File: config.mk
export PLATFORM = sky130hd
export DESIGN_NAME = uart_tx_mmio_flat
export DESIGN_NICKNAME = d
export VERILOG_FILES = /design/src/rtl/uart_tx_mmio_if.sv /design/src/rtl/uart_tx_mmio.sv /design/src/flat_wrapper.sv
export SDC_FILE = /design/constraint.sdc
export NUM_CORES = 1
export LEC_CHECK = 0
export CORE_MARGIN = 2
export CORE_UTILIZATION = 45
export CTS_BUF_LIST = sky130_fd_sc_hd__clkbuf_8
export DETAILED_ROUTE_END_ITERATION = 8
export PLACE_DENSITY = 0.76
export SYNTH_ARGS = -nofsm -noshare
export SYNTH_HDL_FRONTEND = slang
export SYNTH_SLANG_ARGS = --single-unit
export TNS_END_PERCENT = 50
File: constraint.sdc
create_clock -name clk -period 2.98 [get_ports clk]
set_clock_uncertainty 0.05 [all_clocks]
set_input_delay 0.298 -clock clk [delete_from_list [all_inputs] [get_ports clk]]
set_output_delay 0.298 -clock clk [all_outputs]
set_load 0.1 [all_outputs]
File: src/rtl/uart_tx_mmio_if.sv
// Core data-port bus as seen by the memory-mapped UART transmitter.
interface uart_tx_mmio_if;
    logic [31:0] d_addr;
    logic [3:0]  d_we;
    logic [31:0] d_wr_data;
    logic [31:0] d_rd_data;

    modport master (output d_addr, d_we, d_wr_data, input d_rd_data);
    modport slave  (input d_addr, d_we, d_wr_data, output d_rd_data);
endinterface

File: src/rtl/uart_tx_mmio.sv
// Memory-mapped 8N1 UART transmitter: TX FIFO, STATUS register, registered serial output.
// Define UART_TX_PARITY_EN to insert an even-parity bit between the data and stop bits.
module uart_tx_mmio #(
    parameter logic [31:0] BASE_ADDR  = 32'h1000_0000,
    parameter int unsigned CLK_DIV    = 868,
    parameter int unsigned FIFO_DEPTH = 8
) (
    input  logic          clk,
    input  logic          rst,
    uart_tx_mmio_if.slave bus,
    output logic          tx
);
    localparam int unsigned PtrW = $clog2(FIFO_DEPTH);
    localparam int unsigned CntW = PtrW + 1;
    localparam int unsigned DivW = $clog2(CLK_DIV);
    localparam logic [DivW-1:0] DivLoad  = DivW'(CLK_DIV - 1);
    localparam logic [CntW-1:0] DepthCnt = CntW'(FIFO_DEPTH);
`ifdef UART_TX_PARITY_EN
    localparam logic ParityEn = 1'b1;
`else
    localparam logic ParityEn = 1'b0;
`endif

    typedef enum logic [2:0] {StIdle, StStart, StData, StParity, StStop} state_e;

    logic       hit, bus_rd, wr_txdata, wr_status;
    logic [1:0] offset;
    logic       unused_bits;

    assign hit       = bus.d_addr[31:4] == BASE_ADDR[31:4];
    assign offset    = bus.d_addr[3:2];
    assign bus_rd    = bus.d_we == 4'b0000;
    assign wr_txdata = hit && offset == 2'd0 && bus.d_we[0];
    assign wr_status = hit && offset == 2'd1 && bus.d_we[0];
    assign unused_bits = ^{bus.d_addr[1:0], bus.d_wr_data[31:8]};

    logic [7:0]      mem_q [FIFO_DEPTH];
    logic [PtrW-1:0] wptr_q, rptr_q;
    logic [CntW-1:0] count_q;
    logic            full, empty, push, pop, ovf_q;

    // Full/empty come from pre-edge state, so a push while full drops even if a pop coincides.
    assign full  = count_q == DepthCnt;
    assign empty = count_q == '0;
    assign push  = wr_txdata && !full;

    always_ff @(posedge clk) begin
        if (push) mem_q[wptr_q] <= bus.d_wr_data[7:0];
    end

    always_ff @(posedge clk or negedge rst) begin
        if (!rst) begin
            wptr_q  <= '0;
            rptr_q  <= '0;
            count_q <= '0;
            ovf_q   <= 1'b0;
        end else begin
            if (push) wptr_q <= wptr_q + 1'b1;
            if (pop)  rptr_q <= rptr_q + 1'b1;
            if (push && !pop)      count_q <= count_q + 1'b1;
            else if (pop && !push) count_q <= count_q - 1'b1;
            if (wr_txdata && full)                   ovf_q <= 1'b1;
            else if (wr_status && bus.d_wr_data[3])  ovf_q <= 1'b0;
        end
    end

    state_e          state_q, state_d;
    logic [DivW-1:0] cnt_q, cnt_d;
    logic [2:0]      idx_q, idx_d;
    logic [7:0]      shift_q, shift_d;
    logic            tx_q, tx_d, bit_end;
`ifdef UART_TX_PARITY_EN
    logic            parity_q;
`endif

    assign bit_end = cnt_q == '0;

    always_comb begin
        state_d = state_q;
        cnt_d   = cnt_q;
        idx_d   = idx_q;
        shift_d = shift_q;
        pop     = 1'b0;
        tx_d    = 1'b1;
        if (state_q != StIdle) cnt_d = bit_end ? DivLoad : cnt_q - 1'b1;
        case (state_q)
            StIdle: begin
                if (!empty) begin
                    pop     = 1'b1;
                    shift_d = mem_q[rptr_q];
                    cnt_d   = DivLoad;
                    state_d = StStart;
                end
            end
            StStart: begin
                tx_d = 1'b0;
                if (bit_end) begin
                    idx_d   = 3'd0;
                    state_d = StData;
                end
            end
            StData: begin
                tx_d = shift_q[0];
                if (bit_end) begin
                    shift_d = shift_q >> 1;
                    idx_d   = idx_q + 3'd1;
`ifdef UART_TX_PARITY_EN
                    if (idx_q == 3'd7) state_d = StParity;
`else
                    if (idx_q == 3'd7) state_d = StStop;
`endif
                end
            end
`ifdef UART_TX_PARITY_EN
            StParity: begin
                tx_d = parity_q;
                if (bit_end) state_d = StStop;
            end
`endif
            StStop: begin
                if (bit_end) begin
                    // Chain straight into the next start bit when more data is queued.
                    if (!empty) begin
                        pop     = 1'b1;
                        shift_d = mem_q[rptr_q];
                        state_d = StStart;
                    end else begin
                        cnt_d   = '0;
                        state_d = StIdle;
                    end
                end
            end
            default: state_d = StIdle;
        endcase
    end

    always_ff @(posedge clk or negedge rst) begin
        if (!rst) begin
            state_q <= StIdle;
            cnt_q   <= '0;
            idx_q   <= '0;
            shift_q <= '0;
            tx_q    <= 1'b1;
        end else begin
            state_q <= state_d;
            cnt_q   <= cnt_d;
            idx_q   <= idx_d;
            shift_q <= shift_d;
            tx_q    <= tx_d;
        end
    end

`ifdef UART_TX_PARITY_EN
    always_ff @(posedge clk or negedge rst) begin
        if (!rst)     parity_q <= 1'b0;
        else if (pop) parity_q <= ^mem_q[rptr_q];
    end
`endif

    assign tx = tx_q;

    logic [31:0] status, count_ext, rd_q;

    assign count_ext = 32'(count_q);
    assign status = {16'h0, count_ext[7:0], 3'b000, ParityEn, ovf_q, state_q != StIdle,
                     empty, full};

    always_ff @(posedge clk or negedge rst) begin
        if (!rst) rd_q <= '0;
        else      rd_q <= (hit && bus_rd && offset == 2'd1) ? status : 32'h0;
    end

    assign bus.d_rd_data = rd_q;
endmodule

File: src/flat_wrapper.sv
// flat-port wrapper written by rule: the top's interface ports become plain ports
module uart_tx_mmio_flat 
#(
    parameter logic [31:0] BASE_ADDR  = 32'h1000_0000,
    parameter int unsigned CLK_DIV    = 868,
    parameter int unsigned FIFO_DEPTH = 8
)
  (clk, rst, tx, bus_d_addr, bus_d_we, bus_d_wr_data, bus_d_rd_data);
  uart_tx_mmio_if bus_i ();
  input  logic clk;
  input  logic rst;
  output logic tx;
  input wire logic [$bits(bus_i.d_addr)-1:0] bus_d_addr;
  input wire logic [$bits(bus_i.d_we)-1:0] bus_d_we;
  input wire logic [$bits(bus_i.d_wr_data)-1:0] bus_d_wr_data;
  output wire logic [$bits(bus_i.d_rd_data)-1:0] bus_d_rd_data;
  assign bus_i.d_addr = bus_d_addr;
  assign bus_i.d_we = bus_d_we;
  assign bus_i.d_wr_data = bus_d_wr_data;
  assign bus_d_rd_data = bus_i.d_rd_data;
  uart_tx_mmio #(.BASE_ADDR(BASE_ADDR), .CLK_DIV(CLK_DIV), .FIFO_DEPTH(FIFO_DEPTH)) u_core (.clk(clk), .rst(rst), .bus(bus_i), .tx(tx));
endmodule
==> metrics.cfg, run 1 <==
[routing]
drt-met1-wl_mm = 3.798
wirelength_mm = 8.368
drc = 0
met3_length_um = 361
vias = 2891
met2_length_mm = 4.077
ant_nets = 0
drt_pass1_iterations = 4
top_layer = met4
drt_iter0_markers = 216
avgViaCountPerCell = 5.172
post_drt_wl_per_cell_um = 14.97

[synthesis]
synth_top_area_frac = 0.3981
ys_async_sr_fraction = 0.4074
ys_seq_area_frac = 0.6265
synth_area_leaders = edfxtp_1, dfrtp_1, mux4_2
yosysTopAreaCell = edfxtp_1
synthCells = 340
syn_area_per_cell_um2 = 14.20
synth.distinct_cells = 51
yosys_warnings = 0
synth-seq-cells = 108
synth_edf_count = 64
syn-cell-area_um2 = 4827
synth_flop_cell = edfxtp_1

[floorplanning]
rows = 37
dieArea_um2 = 11570
die_height_um = 107.6
fp.dieW_um = 107.6
core_um2 = 10370
ios = 103
start_util = 0.4655

[clock_network]
cts.sinks = 108
hold_buffers = 0
root_buffer = clkbuf_8
cts_buffers = 9
cts_buffer_depth = 2
cts_tree = built
clk_pin_slew_ns = 0.10
htree_levels = 3
worstSkewPairLatency_ns = 0.37

[sta]
slew_headroom = 0.3590
worst_pin_slew_ns = 0.9615
hold_viol_final = 0
setup_viol = 0
grt_setup_unrepaired = true
maxSlewViolCount = 0
post-route-min-period_ns = 2.943
timing.final.ws_setup_ns = 0.03684
fin_crit_sh = 0.9876
max_freq_mhz = 339.8

[placed_design]
dpl.hpwl_mm = 5.880
place.gp.congestion = 0.7539
dp_slack_ns = 0.003670
place_area_um2 = 5562
port_buffers = 52

[cells_and_area]
final_util = 0.5582
diodes = 0
final_nets = 497
synthToLayoutAreaGrowth_pct = 19.91
mostFrequentLayoutCell = edfxtp_1
drive_above_1_share = 0.2246
fin_area_um2 = 5788
final_cell_mix = edfxtp_1, dfrtp_1, clkdlybuf4s50_1

[power]
p_switching_uw = 657.8
p_sw_frac = 0.2530
power.share.clock = 0.309
p_leak_uw = 0.002150
power_frac_comb = 0.082
vdd_drop_max_mv = 0.2698
p_per_area_nw_per_um2 = 449.2
sequentialPowerShare = 0.610
p_int_uw = 1942

[worst_setup_path]
critPathMaxFanout = 3
endpoint_kind = register
arrival_ns = 3.15
required_ns = 3.19
worstSetupPathType = reg -> reg
cp-start-kind = register

[global_routing]
grt_pass1_wl_mm = 13.82
track_usage = 0.1552
grt_pass1_vias = 2909
grt_max_degree = 45
overflow = 0
grt_antenna_before_repair = 0

[hold_path]
hp-class = in -> async

[run_status]
outcome = finished, final reports clean

[flow_run]
maxCapViolations = 0

-- flip-flops by register name, summed over array words and instances (netlist names) --
| register | flops |
|---|---|
| u_core.tx | 1 |
| u_core.count_q | 4 |
| u_core.rptr_q | 3 |
| u_core.wptr_q | 3 |
| u_core.bus.d_rd_data | 8 |
| u_core.state_q | 3 |
| u_core.idx_q | 3 |
| u_core.shift_q | 8 |
| u_core.ovf_q | 1 |
| u_core.cnt_q | 10 |
| u_core.mem_q | 64 |
-- what timing repair did --
item,CTS,global route
buffers inserted,0,2
pin swaps,0,9
endpoints found under the setup margin,1,1
hold endpoints to repair,0,0
gates resized for setup,2,3
-- power groups by stage --
stage          clock [uW]  combinational (uW)  sequential (uW)
2_1_floorplan           0                 159             1620
3_5_place_dp            0                 214             1620
3_3_place_gp            0                 211             1620
4_1_cts               820                 214             1580
6_report              802                 213             1580
5_1_grt               877                 224             1590
-- cell usage after synthesis (2+ instances only) --
| library cell | number |
|---|---|
| nand3b_1 | 2 |
| nor2b_1 | 2 |
| a211oi_1 | 2 |
| mux2i_1 | 8 |
| ha_1 | 8 |
| buf_1 | 3 |
| mux2_2 | 12 |
| nand2b_1 | 6 |
| a21oi_1 | 7 |
| buf_4 | 24 |
| o21ai_0 | 12 |
| nor4_1 | 12 |
| mux4_2 | 16 |
| nor3_1 | 9 |
| nor2_1 | 23 |
| xnor2_1 | 8 |
| and3_1 | 2 |
| nand2_1 | 18 |
| a32oi_1 | 3 |
| clkbuf_1 | 7 |
| or4_1 | 2 |
| or3_1 | 2 |
| edfxtp_1 | 64 |
| xor2_1 | 5 |
| inv_1 | 5 |
| nand4_1 | 3 |
| nand3_1 | 4 |
| dfrtp_1 | 43 |
| and2_1 | 5 |
| buf_2 | 2 |
-- final cells by class --
class	count	area [um^2]
Tap cell	136	170.2
Clock buffer	9	123.9
Multi-Input combinational cell	214	1695
Clock inverter	7	50.05
Fill cell	823	4582
Sequential cell	108	3024
Inverter	5	21.27
Timing Repair Buffer	80	703.2
-- per-stage QoR --
step / cells / TNS, ns / power [uW] / hold WS, ns
after floorplan: 363 / 0 / 1777 / -0.04759
after global placement: 541 / 0 / 1828 / 0.4274
after detailed placement: 541 / 0 / 1831 / 0.4469
after CTS: 557 / 0 / 2619 / 0.05260
after global routing: 559 / -0.09462 / 2687 / 0.1236
final: 559 / 0 / 2600 / 0.02392
-- per-layer routing --
metal	vias to the layer above	global-route usage
li1	1379	-
met1	1414	0.2069
met2	88	0.2561
met3	10	0.02300
met4	0	0.06319
met5	-	0
-- critical path, stage by stage, from the launching register on --
cell and delay [ns]:
dfrtp_1 0.39, or4_4 0.55, or4_4 0.55, nand2_4 0.09
nand3_4 0.08, ha_4 0.19, inv_4 0.07, ha_4 0.19
a21o_1 0.18, a21oi_2 0.14, xnor2_1 0.13, nor2_1 0.07
xor2_1 0.14
-- path summary, 6_finish.rpt --
kind | start | end | slack, ns | cells past startpoint
max | u_core.cnt_q[5] | u_core.count_q[3] | 0.04 | 12
min | rst | u_core.wptr_q[0] | 0.02 | 1
max reg2reg | u_core.cnt_q[5] | u_core.count_q[3] | 0.04 | 12
min reg2reg | u_core.wptr_q[2] | u_core.wptr_q[2] | 0.46 | 1
max in group asynchronous | rst | u_core.shift_q[6] | 2.26 | 1
min in group clk | u_core.wptr_q[2] | u_core.wptr_q[2] | 0.46 | 1
-- kinds of logic (layout without fill, tap and decap cells) --
group | Yosys count | after routing | share of synthesized area
AND/OR/NAND/NOR | 97 | 97 | 0.1052
buffers and inverters | 41 | 101 | 0.05106
flip-flops | 108 | 108 | 0.6265
other | 1 | 24 | 0.0007769
adder cells (fa/ha/maj) | 9 | 9 | 0.02488
XOR/XNOR | 13 | 13 | 0.02359
multiplexers | 36 | 36 | 0.1192
AO/OA/AOI/OAI | 35 | 35 | 0.04873
(Power assumes the default switching activity.)
==> inputs of run 2 (changes only) <==
--- a/config.mk
+++ b/config.mk
@@ -9,7 +9,7 @@
 export CORE_UTILIZATION = 45
 export CTS_BUF_LIST = sky130_fd_sc_hd__clkbuf_8
 export DETAILED_ROUTE_END_ITERATION = 8
-export PLACE_DENSITY = 0.76
+export PLACE_DENSITY = 0.79
 export SYNTH_ARGS = -nofsm -noshare
 export SYNTH_HDL_FRONTEND = slang
 export SYNTH_SLANG_ARGS = --single-unit
==> run 2 against run 1 <==
Compared with the run above: cell count did not move; register-to-register slack barely moved; design area rose by 0.67%; combinational power barely moved; clock power rose by 12%; critical path type unchanged; core utilization rose by 0.37 points; flip-flop and latch count did not move; non-clock buffer count did not move; sequential power barely moved.
==> metrics.cfg, run 2 (synthesis gave the netlist of run 1 again) <==
[run_status]
outcome = finished, final reports clean  ; unchanged

[global_routing]
grt_pass1_vias = 2995  ; was 2909
track_usage = 0.1616  ; was 0.1552
overflow = 0  ; unchanged
grt_pass1_wl_mm = 14.37  ; was 13.82 mm
grt_antenna_before_repair = 0  ; unchanged
grt_max_degree = 45  ; unchanged

[cells_and_area]
mostFrequentLayoutCell = edfxtp_1  ; unchanged
top_register = u_core.mem_q  ; unchanged
diodes = 0  ; unchanged
synthToLayoutAreaGrowth_pct = 20.71  ; was 19.91%
reg_top3 = u_core.mem_q (64), u_core.cnt_q (10)  ; unchanged
layout.cells.non_filler = 559  ; unchanged
final_cell_mix = edfxtp_1, dfrtp_1, clkdlybuf4s50_1  ; unchanged
drive_above_1_share = 0.2293  ; was 0.2246
fin_area_um2 = 5827  ; was 5788 um^2
final_nets = 497  ; unchanged
largest_reg_flops = 64  ; unchanged

[floorplanning]
core_um2 = 10370  ; unchanged
die_height_um = 107.6  ; unchanged
fp.dieW_um = 107.6  ; unchanged
dieArea_um2 = 11570  ; unchanged
start_util = 0.4655  ; unchanged
rows = 37  ; unchanged
ios = 103  ; unchanged

[power]
p_int_uw = 1977  ; was 1942 uW
p_sw_frac = 0.2666  ; was 0.2530
sequentialPowerShare = 0.588  ; was 0.610
vdd_drop_max_mv = 0.3284  ; was 0.2698 mV
p_per_area_nw_per_um2 = 462.7  ; was 449.2 nW/um^2
p_leak_uw = 0.002173  ; was 0.002150 uW
power.share.clock = 0.333  ; was 0.309
power_frac_comb = 0.079  ; was 0.082
p_switching_uw = 718.6  ; was 657.8 uW

[worst_setup_path]
critPathMaxFanout = 3  ; unchanged
crit_family = simple AND/OR/NAND/NOR gates  ; unchanged
slowest_stage = or4_4  ; unchanged
arrival_ns = 3.14  ; was 3.15 ns
worstPathCellList = or4_4 > or4_4 > nand2_4 > nand3_4 > ha_4 > inv_4 > ha_4 > a21o_1 > a21oi_2 > xnor2_1 > nor2_1 > xor2_1  ; unchanged
crit_buf_inv = 1  ; unchanged
endpoint_kind = register  ; unchanged
required_ns = 3.19  ; about the same
cp-start-kind = register  ; unchanged
worstSetupPathType = reg -> reg  ; unchanged
slowest_delay_ns = 0.55  ; about the same

[placed_design]
place.gp.congestion = 0.7427  ; was 0.7539
place_inst = 536  ; was 541
dpl.hpwl_mm = 6.008  ; was 5.880 mm
place_area_um2 = 5524  ; was 5562 um^2
dp_slack_ns = -0.05763  ; was 0.003670 ns
port_buffers = 52  ; unchanged

[hold_path]
hp-class = in -> async  ; unchanged

[flow_run]
maxCapViolations = 0  ; unchanged

[routing]
avgViaCountPerCell = 5.308  ; was 5.172
drc = 0  ; unchanged
ant_nets = 0  ; unchanged
drt_pass1_iterations = 4  ; unchanged
vias = 2967  ; was 2891
drt_iter0_markers = 183  ; was 216
wirelength_mm = 8.916  ; was 8.368 mm
post_drt_wl_per_cell_um = 15.95  ; was 14.97 um

[clock_network]
worstSkewPairLatency_ns = 0.36  ; was 0.37 ns
cts_buffer_depth = 2  ; unchanged
cts.sinks = 108  ; unchanged
clk_pin_slew_ns = 0.11  ; was 0.10 ns
htree_levels = 3  ; unchanged
cts_tree = built  ; unchanged
hold_buffers = 0  ; unchanged
root_buffer = clkbuf_8  ; unchanged
cts_buffers = 9  ; unchanged

[sta]
maxSlewViolCount = 0  ; unchanged
post-route-min-period_ns = 2.933  ; was 2.943 ns
slew_headroom = 0.3418  ; was 0.3590
fin_crit_sh = 0.9843  ; was 0.9876
timing.setup.tns_ns = 0  ; unchanged
max_freq_mhz = 340.9  ; was 339.8 MHz
hold_ws_ns = 0.03554  ; was 0.02392 ns
timing.final.ws_setup_ns = 0.04681  ; was 0.03684 ns
grt_setup_unrepaired = true  ; unchanged
hold_viol_final = 0  ; unchanged
worst_pin_slew_ns = 0.9872  ; was 0.9615 ns
setup_viol = 0  ; unchanged

[run 2: changes by cell type in the layout (fill, tap and decap cells not counted)]
| cell | change |
|---|---|
| inv_8 | +1 |
| clkinvlp_4 | -3 |
| clkinv_1 | -2 |
| clkinv_8 | +3 |
| clkinv_4 | +1 |
[run 2: area by class of cell]
| type | count | area [um^2] |
|---|---|---|
| Clock buffer | 9 | 123.9 |
| Clock inverter | 7 | 88.84 |
| Fill cell | 815 | 4543 |
| Inverter | 5 | 21.27 |
| Multi-Input combinational cell | 214 | 1695 |
| Sequential cell | 108 | 3024 |
| Tap cell | 136 | 170.2 |
| Timing Repair Buffer | 80 | 703.2 |
[run 2: through the flow]
stage	total power, uW	utilization
after detailed placement	1832	0.5327
after global placement	1828	0.5327
after global routing	2793	0.5619
after CTS	2722	0.5585
after floorplan	1777	-
final	2696	0.5619
[run 2: worst paths after layout]
kind / start / slack, ns / end / cells past startpoint
max reg2reg: u_core.cnt_q[8] / 0.05 / u_core.count_q[3] / 12
min in group clk: u_core.wptr_q[2] / 0.45 / u_core.wptr_q[2] / 1
max in group asynchronous: rst / 2.22 / u_core.state_q[2] / 1
min reg2reg: u_core.wptr_q[2] / 0.45 / u_core.wptr_q[2] / 1
max: u_core.cnt_q[8] / 0.05 / u_core.count_q[3] / 12
min: rst / 0.04 / u_core.wptr_q[0] / 1
[run 2: power by group through the flow]
| stage | Clock, uW | Combinational [uW] | Sequential, uW |
|---|---|---|---|
| 6_report | 897 | 214 | 1590 |
| 5_1_grt | 983 | 224 | 1590 |
| 2_1_floorplan | 0 | 159 | 1620 |
| 3_3_place_gp | 0 | 211 | 1620 |
| 4_1_cts | 922 | 215 | 1590 |
| 3_5_place_dp | 0 | 215 | 1620 |
[run 2: repair_timing]
action,CTS,global route
gates cloned,0,0
setup endpoints to repair,1,1
buffers inserted,4,3
gates resized for setup,4,1
pin swaps,7,8
[run 2: layer usage]
metal	vias up	wire (um)	global-route usage
met3	13	492	0.03450
met5	-	0	0
li1	1374	-	-
met4	0	151	0.04762
met1	1455	3687	0.2085
met2	125	4585	0.2754
==> inputs of run 3 (changes only) <==
==> constraint.sdc (replaced) <==
create_clock -name clk -period 2.98 [get_ports clk]
set_clock_uncertainty 0.05 [all_clocks]
set_input_delay 0.596 -clock clk [delete_from_list [all_inputs] [get_ports clk]]
set_output_delay 0.596 -clock clk [all_outputs]
set_load 0.1 [all_outputs]
==> run 3 against run 2 <==
Compared with the run above: clock power grew 0.6%; core utilization is essentially flat; critical path type unchanged; fmax grew 1.1%; worst setup slack gained 0.032 ns; non-clock buffer count shrank 2; sequential share of layout area is essentially flat; wire length shrank 2.5%; power grew 0.22%; highest routed layer unchanged; largest cell class unchanged; cell count shrank 0.36%; flip-flop and latch count is the same; via count shrank 0.64%.
==> metrics.cfg, run 3 (synthesis gave the netlist of run 1 again) <==
[worst_setup_path]
arrival_ns = 3.12  ; was 3.14 ns
endpoint_kind = register  ; unchanged
critical_path.endpoint = u_core.count_q[3]  ; unchanged
crit_buf_inv = 1  ; unchanged
worstSetupStartpoint = u_core.cnt_q[8]  ; unchanged
r2r-start = u_core.cnt_q[8]  ; unchanged
cp-start-kind = register  ; unchanged
worstSetupPathType = reg -> reg  ; unchanged
rr_worst_depth = 12  ; unchanged
worstPathCellList = or4_4 > or4_4 > nand2_4 > nand3_4 > ha_4 > inv_4 > ha_4 > a21o_1 > a21oi_2 > xnor2_1 > nor2_1 > xor2_1  ; unchanged
slowest_stage = or4_4  ; unchanged
critPathMaxFanout = 3  ; unchanged
slowest_delay_ns = 0.54  ; was 0.55 ns
rrSetupSlack_ns = 0.08  ; was 0.05 ns
worstReg2RegEnd = u_core.count_q[3]  ; unchanged
cp.depth = 12  ; unchanged
crit_family = simple AND/OR/NAND/NOR gates  ; unchanged
required_ns = 3.20  ; was 3.19 ns

[global_routing]
track_usage = 0.1601  ; was 0.1616
grt_pass1_wl_mm = 14.20  ; was 14.37 mm
grt_max_degree = 45  ; unchanged
grt_antenna_before_repair = 0  ; unchanged
overflow = 0  ; unchanged
grt_pass1_vias = 2950  ; was 2995

[sta]
setup_viol = 0  ; unchanged
fin_crit_sh = 0.9734  ; was 0.9843
slew_headroom = 0.3655  ; was 0.3418
hold_viol_final = 0  ; unchanged
max_freq_mhz = 344.7  ; was 340.9 MHz
worst_pin_slew_ns = 0.9517  ; was 0.9872 ns
maxSlewViolCount = 0  ; unchanged
post-route-min-period_ns = 2.901  ; was 2.933 ns
timing.setup.tns_ns = 0  ; unchanged

[routing]
drt_pass1_iterations = 4  ; unchanged
drt_iter0_markers = 211  ; was 183
drc = 0  ; unchanged
ant_nets = 0  ; unchanged
vias = 2948  ; was 2967
wirelength_mm = 8.693  ; was 8.916 mm
post_drt_wl_per_cell_um = 15.61  ; was 15.95 um
avgViaCountPerCell = 5.293  ; was 5.308

[cells_and_area]
synthToLayoutAreaGrowth_pct = 20.61  ; was 20.71%
layout.cells.non_filler = 557  ; was 559
regArea_um2 = 3024  ; unchanged
diodes = 0  ; unchanged
mostFrequentLayoutCell = edfxtp_1  ; unchanged
multi_input_area_um2 = 1710  ; was 1695 um^2
largest_reg_flops = 64  ; unchanged
reg_top3 = u_core.mem_q (64), u_core.cnt_q (10)  ; unchanged
top_register = u_core.mem_q  ; unchanged
final_nets = 495  ; was 497
fillerInstances = 819  ; was 815
drive_above_1_share = 0.2280  ; was 0.2293
final_cell_mix = edfxtp_1, dfrtp_1, clkdlybuf4s50_1  ; unchanged

[power]
p_per_area_nw_per_um2 = 464.1  ; was 462.7 nW/um^2
vdd_drop_max_mv = 0.2872  ; was 0.3284 mV
p_leak_uw = 0.002170  ; was 0.002173 uW

[placed_design]
dpl.hpwl_mm = 6.113  ; was 6.008 mm
place_inst = 538  ; was 536
port_buffers = 52  ; unchanged
place.gp.congestion = 0.7668  ; was 0.7427

[floorplanning]
fp.dieW_um = 107.6  ; unchanged
rows = 37  ; unchanged
core_um2 = 10370  ; unchanged
ios = 103  ; unchanged
die_height_um = 107.6  ; unchanged
start_util = 0.4655  ; unchanged
dieArea_um2 = 11570  ; unchanged

[clock_network]
clk_pin_slew_ns = 0.11  ; about the same
htree_levels = 3  ; unchanged
cts_buffer_depth = 2  ; unchanged
cts.sinks = 108  ; unchanged
worstSkewPairLatency_ns = 0.39  ; was 0.36 ns
cts_tree = built  ; unchanged
root_buffer = clkbuf_8  ; unchanged
cts_buffers = 9  ; unchanged

[hold_path]
hp-class = in -> async  ; unchanged

[run_status]
outcome = finished, final reports clean  ; unchanged

[flow_run]
maxCapViolations = 0  ; unchanged

-- run 3: repair_timing --
action,CTS,global route
pin swaps,3,6
buffers inserted,3,0
resized for setup,1,5
setup endpoints to repair,1,2
hold buffers,0,0
-- run 3: layout make-up --
type | instances | share of cell area
Clock inverter | 7 | 0.01440
Tap cell | 136 | 0.02923
Timing Repair Buffer | 78 | 0.1182
Multi-Input combinational cell | 214 | 0.2938
Clock buffer | 9 | 0.02128
Sequential cell | 108 | 0.5195
Inverter | 5 | 0.003654
-- run 3: how the worst min path moves through the flow --
stage                                start                 endpoint  slack [ns]
after floorplan                        rst  u_core.bus.d_rd_data[0]        0.25
after global placement    u_core.wptr_q[2]         u_core.wptr_q[2]        0.43
after detailed placement  u_core.wptr_q[2]         u_core.wptr_q[2]        0.43
after CTS                              rst             u_core.ovf_q        0.34
after global routing                   rst  u_core.bus.d_rd_data[3]        0.38
final                                  rst  u_core.bus.d_rd_data[3]        0.31
-- run 3: routing by layer --
layer  wire length [um]  up-vias  track usage
met1               3546     1454       0.1962
li1                   -     1374            -
met3                445       12      0.03329
met5                  0        -            0
met2               4570      108       0.2794
met4                130        0      0.05861
-- run 3: where the power goes --
part | switching [uW] | total (uW) | internal (uW)
sequential | 0.00000791 | 1590 | 1590
clock | 558 | 902 | 344
combinational | 164 | 214 | 50.6
total | 722 | 2700 | 1980
-- run 3: through the flow --
step,total power (uW),util,cell area [um^2],setup slack [ns],hold WS [ns]
floorplan,1777,-,4943,0.0003610,0.2504
global placement,1829,0.5347,5545,-0.2055,0.4270
detailed placement,1832,0.5347,5545,-0.2738,0.4289
CTS,2717,0.5574,5781,0.02319,0.3364
global route,2787,0.5614,5822,-0.02884,0.3793
finish,2702,0.5614,5822,0.07927,0.3083
